### src/rtl/arbiter_merge_leaf.sv
// Two-input round-robin merge: arbitrates two valid/ready packet streams into one
// registered output stage, tagging each packet with its source and counting grants.
module arbiter_merge_leaf #(
  parameter int W     = 9,
  parameter int CNT_W = 16
) (
  input  logic             clk,
  input  logic             rst_n,
  input  logic [W-1:0]     in0_data,
  input  logic             in0_valid,
  output logic             in0_ready,
  input  logic [W-1:0]     in1_data,
  input  logic             in1_valid,
  output logic             in1_ready,
  output logic [W-1:0]     out_data,
  output logic             out_src,
  output logic             out_valid,
  input  logic             out_ready,
  output logic [CNT_W-1:0] cnt0,
  output logic [CNT_W-1:0] cnt1
);

  logic [W-1:0]     r_data;
  logic             r_src;
  logic             r_valid;
  logic             r_prio;
  logic [CNT_W-1:0] r_cnt0;
  logic [CNT_W-1:0] r_cnt1;

  logic             w_load_ok;
  logic             w_grant0;
  logic             w_grant1;
  logic             w_contested;

  localparam logic [CNT_W-1:0] CNT_MAX = {CNT_W{1'b1}};
  localparam logic [CNT_W-1:0] CNT_ONE = {{(CNT_W-1){1'b0}}, 1'b1};

  // rst_n gates the grants so nothing is accepted while reset is held.
  always_comb begin
    w_load_ok   = ~r_valid | out_ready;
    w_grant0    = rst_n & w_load_ok & in0_valid & (~in1_valid | ~r_prio);
    w_grant1    = rst_n & w_load_ok & in1_valid & (~in0_valid | r_prio);
    w_contested = rst_n & w_load_ok & in0_valid & in1_valid;
  end

  assign in0_ready = w_grant0;
  assign in1_ready = w_grant1;

  always_ff @(posedge clk or negedge rst_n) begin
    if (!rst_n) begin
      r_data  <= '0;
      r_src   <= 1'b0;
      r_valid <= 1'b0;
    end else if (w_grant0) begin
      r_data  <= in0_data;
      r_src   <= 1'b0;
      r_valid <= 1'b1;
    end else if (w_grant1) begin
      r_data  <= in1_data;
      r_src   <= 1'b1;
      r_valid <= 1'b1;
    end else if (out_ready) begin
      r_valid <= 1'b0;
    end
  end

  // Priority only moves on a contested grant: it points at the loser.
  always_ff @(posedge clk or negedge rst_n) begin
    if (!rst_n) begin
      r_prio <= 1'b0;
    end else if (w_contested) begin
      r_prio <= w_grant0;
    end
  end

  always_ff @(posedge clk or negedge rst_n) begin
    if (!rst_n) begin
      r_cnt0 <= '0;
      r_cnt1 <= '0;
    end else begin
      if (w_grant0 && (r_cnt0 != CNT_MAX)) r_cnt0 <= r_cnt0 + CNT_ONE;
      if (w_grant1 && (r_cnt1 != CNT_MAX)) r_cnt1 <= r_cnt1 + CNT_ONE;
    end
  end

  assign out_data  = r_data;
  assign out_src   = r_src;
  assign out_valid = r_valid;
  assign cnt0      = r_cnt0;
  assign cnt1      = r_cnt1;

endmodule

### config.mk
export PLATFORM = sky130hd
export DESIGN_NAME = arbiter_merge_leaf
export DESIGN_NICKNAME = d
export VERILOG_FILES = /design/src/rtl/arbiter_merge_leaf.sv
export SDC_FILE = /design/constraint.sdc
export NUM_CORES = 1
export LEC_CHECK = 0
export CAP_MARGIN = 30
export CORE_MARGIN = 1.5
export CORE_UTILIZATION = 40
export CTS_BUF_LIST = sky130_fd_sc_hd__clkbuf_16
export CTS_CLUSTER_DIAMETER = 80
export DETAILED_ROUTE_END_ITERATION = 10
export PLACE_DENSITY = 0.71
export RECOVER_POWER = 50
export SLEW_MARGIN = 0
export SYNTH_ARGS = -nofsm -noshare
export SYNTH_HDL_FRONTEND = slang
export SYNTH_SLANG_ARGS = --single-unit
export TNS_END_PERCENT = 50
### constraint.sdc
create_clock -name clk -period 5.22 [get_ports clk]
set_input_delay 1.044 -clock clk [delete_from_list [all_inputs] [get_ports clk]]
set_output_delay 1.044 -clock clk [all_outputs]
set_load 0.05 [all_outputs]
Yosys cells after proc, flatten, opt, wreduce, memory -nomap -nowiden
Index checks and enable logic that the tools add are counted.
{"block": "totals", "word_cells": 34, "regBits": 44}
{"block": "op_classes", "muxes": 7, "n_eq_ne": 2, "n_addsub": 2, "bitwise_logic": 13, "n_reduce_logical": 4}
{"op": "16-bit by 1-bit adder with 16-bit output, second input constant", "n": 2}
{"op": "16-bit inequality test, second input constant", "n": 2}
{"op": "9-bit two-way mux", "n": 2}
{"op": "1-bit bitwise AND", "n": 6}
{"op": "1-bit two-way mux", "n": 5}
{"op": "1-bit NOT", "n": 4}
{"op": "1-bit bitwise OR", "n": 3}
{"op": "3-bit nonzero test", "n": 1}
{"op": "1-bit logical AND", "n": 2}
{"op": "2-bit nonzero test", "n": 1}

Longest topological paths before layout
{"block": "depth", "ltp_word": 7, "ltp_mapped": 6, "depth_no_buf": 6}

Least setup slack after synthesis
No wires, ideal clock.
{"block": "synth_path", "path_kind": "input to output", "from": "in in0_valid", "to": "out in1_ready", "required_ns": 4.176, "arrival_ns": 2.119, "n_path_buf": 1, "path_stages": 4, "slack_ns": 2.057, "path_cell_list": "or2b_1 > nand4_2 > inv_1 > buf_1"}
{"block": "synth_via", "elab_chain_cells": 3}
{"element": "start: declaration", "line": "10", "rtl": "input logic in0_valid,"}
{"element": "1-bit NOT", "line": "42", "rtl": "w_grant1 = rst_n & w_load_ok & in1_valid & (~in0_valid | r_prio);"}
{"element": "1-bit bitwise OR", "line": "42"}
{"element": "1-bit bitwise AND", "line": "42"}
{"element": "end: declaration", "line": "14", "rtl": "output logic in1_ready,"}
No other way between the ends.

Final worst setup path
{"block": "layout_path", "from": "in in0_valid", "to": "out in0_ready"}
{"block": "layout_via", "elab_chain_cells": 2}
{"element": "1-bit bitwise AND (2 in a row)", "line": "41", "rtl": "w_grant0 = rst_n & w_load_ok & in0_valid & (~in1_valid | ~r_prio);"}
{"element": "end: declaration", "line": "11", "rtl": "output logic in0_ready,"}
No other way between the ends.

==> summary.txt <==
Status
  – Run status: completed

Synth
  – Most used flip-flop cell after synthesis: dfrtp_1
  – Mean Syn Cell Area: 10.53 µm²
  – FFs w/ async S/R, synth: 1.000
  – Largest area contributor in the netlist: dfrtp_1
  – Post-synth top area share: 0.5337
  – Net Count, Synth: 221
  – Total number of yosys warnings: 0
  – Area contributors post-synth: dfrtp_1 (53%), nand2_1 (5.8%), xnor2_1 (4.2%)
  – Register area share after synthesis: 0.5337
  – Yosys reg bits: 44
  – Netlist cell types: 37
  – Cell Area, Synth: 2063 µm²
  – Post-synthesis instance total: about 200
  – Post-synth EDFFs: 0

Die
  – Core Rows: 25
  – Io pins: 68
  – Chip width: about 75 µm
  – Die Y: 74.82 µm
  – Initial Util: 0.4255
  – Core Region: 4848 µm²
  – Die area: 5598 µm²

Flow run
  – Max-cap violations: 0

Power and ir drop
  – IR drop worst, VDD: 0.3226 mV
  – Total power draw: approximately 0.0014 W
  – Logic pwr share: 0.424
  – Sequential power share: 0.366
  – Static Leak: approximately 1.3 nW
  – Clock power share: 0.210
  – Internal power component: 0.0007820 W
  – Switching share of power: 0.4261
  – Pwr per Cell Area: 466.2 nW/µm²
  – P_sw: 0.0005806 W

Clock tree
  – CTS tree: built
  – Clk sink count: 44
  – H-tree Lvls: 2
  – Post-cts gate resize count: 0
  – Post-CTS Repair Setup Buffers: 0
  – TritonCTS Buffers: 5
  – # hold bufs at CTS: 0
  – Max clock buf depth: 2
  – Clk_lat worst skew: 0.28 ns
  – Worst-path clk slew: 0.05 ns
  – Root buffer cell: clkbuf_16

Placement
  – Cells after DPL: ~330
  – I/O Buffers: 67
  – Routability-driven placement congestion ratio: 0.8007
  – Post-DP HPWL: between 3 and 4 mm

GRT
  – Gr usage total: 0.1730
  – Initial antenna violation count: 0
  – Global-route wire length before repair: 7.286 mm
  – Largest net degree at the start of global routing: 26
  – Vias in the first global route: between 1,500 and 2,000
  – GR Overflow Total: 0

Min path
  – Worst Hold End: out_data[5]$_DFFE_PN0P_
  – Worst Hold Launch: out_data[5]$_DFFE_PN0P_
  – Min-delay worst type: register to register
  – Hold Path Stages: 2

Setup path
  – Critical path's slowest cell: clkdlybuf4s50_1
  – CP Data Arrival Time: 3.35 ns
  – Worst path max stage delay: 0.88 ns
  – CP bufs+invs: 3
  – R2R Path Start: out_valid$_DFFE_PN0P_
  – CP delay by family, top: buffers and inverters
  – CP required: between 4 and 5 ns
  – CP startpoint kind: input pin
  – Critical path endpoint category: primary output
  – Setup CP Type: input pin to primary output
  – R2r setup slk: 3.10 ns
  – Crit path cell chain: dlygate4sd3_1 -> a21boi_0 -> nand3_4 -> inv_1 -> clkdlybuf4s50_1
  – RR Endpoint: cnt1[15]$_DFFE_PN0P_
  – Crit Path Max Fanout: 12
  – Worst r2r path cells: 5

Detailed routing
  – Total number of vias: between 1,500 and 2,000
  – Vias per cell: ~5.1
  – DRC violations left: 0
  – ANT nets after route: 0
  – Starting DRT DRC Count: 112
  – Routed wire per std cell: 12.92 µm
  – Drt first pass iters: 4
  – Final wirelength: 4.355 mm

Timing
  – Hold Vio Cnt, Final: 0
  – Worst Max-Slew Pin Slew: 1.302 ns
  – Hold Slack: 0.4630 ns
  – Fmax: 227.8 MHz
  – Tmin final: 4.389 ns
  – Final Slew Violations: 0
  – Clk_skew: roughly 0.0056 ns
  – # setup viols final: 0
  – Slew margin rel.: 0.1319
  – Setup TNS: 0 ns
  – RSZ-0062 raised after global routing: no
  – Final period utilization: 0.8408

Final layout
  – Ant diodes: 0
  – Storage element area: 1101 µm²
  – Area grow syn2layout: 41.66%
  – Proportion of layout cells with a drive suffix above 1: 0.05556
  – # nets final: just under 300
  – Non-Filler Instances: 337
  – Multi-input logic area: 917.1 µm²
  – Layout filler cell count: about 430
  – Final design utilization: 0.6028
  – Commonest non-fill, non-tap cell in the layout: clkdlybuf4s50_1
  – Commonest non-fill, non-tap cells in the layout: clkdlybuf4s50_1 (57), dfrtp_1 (44), nand2_1 (32)
## layout make-up
type | count | share of cell area
Multi-Input combinational cell | 146 | 0.3138
Clock buffer | 5 | 0.04281
Timing Repair Buffer | 68 | 0.2290
Sequential cell | 44 | 0.3767
Inverter | 4 | 0.005137
Clock inverter | 3 | 0.003853
Tap cell | 67 | 0.02868
## through the flow
step | setup slack [ns] | instance area (µm²)
6_report | 0.8310 | 2923
5_1_grt | 0.6998 | 2923
4_1_cts | 1.022 | 2949
3_5_place_dp | 1.030 | 2813
3_3_place_gp | 1.069 | 2813
2_1_floorplan | 2.057 | 2063
## flip-flops by register name (all words and copies together) (netlist names)
| name | cells |
|---|---|
| out_data | 9 |
| r_prio | 1 |
| out_src | 1 |
| cnt0 | 16 |
| cnt1 | 16 |
| out_valid | 1 |
## how the worst max path moves through the flow
stage / slack [ns] / cells past startpoint / to / start
after floorplan: 2.06 / 4 / in1_ready / in0_valid
after global placement: 1.07 / 5 / in0_ready / in0_valid
after detailed placement: 1.03 / 5 / in1_ready / out_ready
after CTS: 1.02 / 5 / in1_ready / out_ready
after global routing: 0.70 / 5 / in0_ready / in0_valid
final: 0.83 / 5 / in0_ready / in0_valid
## cells by family (layout without fill, tap and decap cells)
group                      count (synthesis)  in the layout  synth area share
adders and majority gates                  2              2           0.01213
muxes                                      7              7           0.03760
AOI/OAI and AO/OA                         23             23           0.07580
DFF                                       44             44            0.5337
and+or+nand+nor                           94             94            0.2450
xor gates and xnor gates                  20             20           0.08490
buffers and inverters                      6             80           0.01091
## routing by layer
| layer | global-route usage | share of wire | vias up |
|---|---|---|---|
| met1 | 0.2409 | 0.46 | 813 |
| met4 | 0.08687 | 0.022 | 0 |
| li1 | - | - | 852 |
| met3 | 0.03748 | 0.053 | 9 |
| met2 | 0.2557 | 0.47 | 48 |
| met5 | 0 | 0 | - |
## power groups by stage
stage / combinational, W / sequential [W] / clock, W
3_5_place_dp: 0.000593 / 0.000506 / 0
2_1_floorplan: 0.000122 / 0.000757 / 0
6_report: 0.000578 / 0.000498 / 0.000286
4_1_cts: 0.000595 / 0.000502 / 0.000293
5_1_grt: 0.000614 / 0.000513 / 0.000312
3_3_place_gp: 0.000589 / 0.000504 / 0
## cell usage after synthesis (2+ instances only)
cell type	number
o21ai_0	2
dfrtp_1	44
nor2_1	9
nor3_1	7
and3_1	4
xor2_1	10
xnor2_1	10
nand2b_1	2
nor4_2	2
inv_1	4
nand3_1	14
a21oi_1	6
nand2_1	32
mux2_1	2
mux2_2	4
o21a_1	2
nor4_1	4
ha_1	2
a22oi_1	9
nand4_1	10
## worst reg2reg max path, delay by kind of cell, from the launching register on
kind | cells | cell delay, ns
xor gates and xnor gates | 1 | 0.16
DFF | 1 | 0.37
and+or+nand+nor | 4 | 1.47
(Power assumes the default switching activity.)
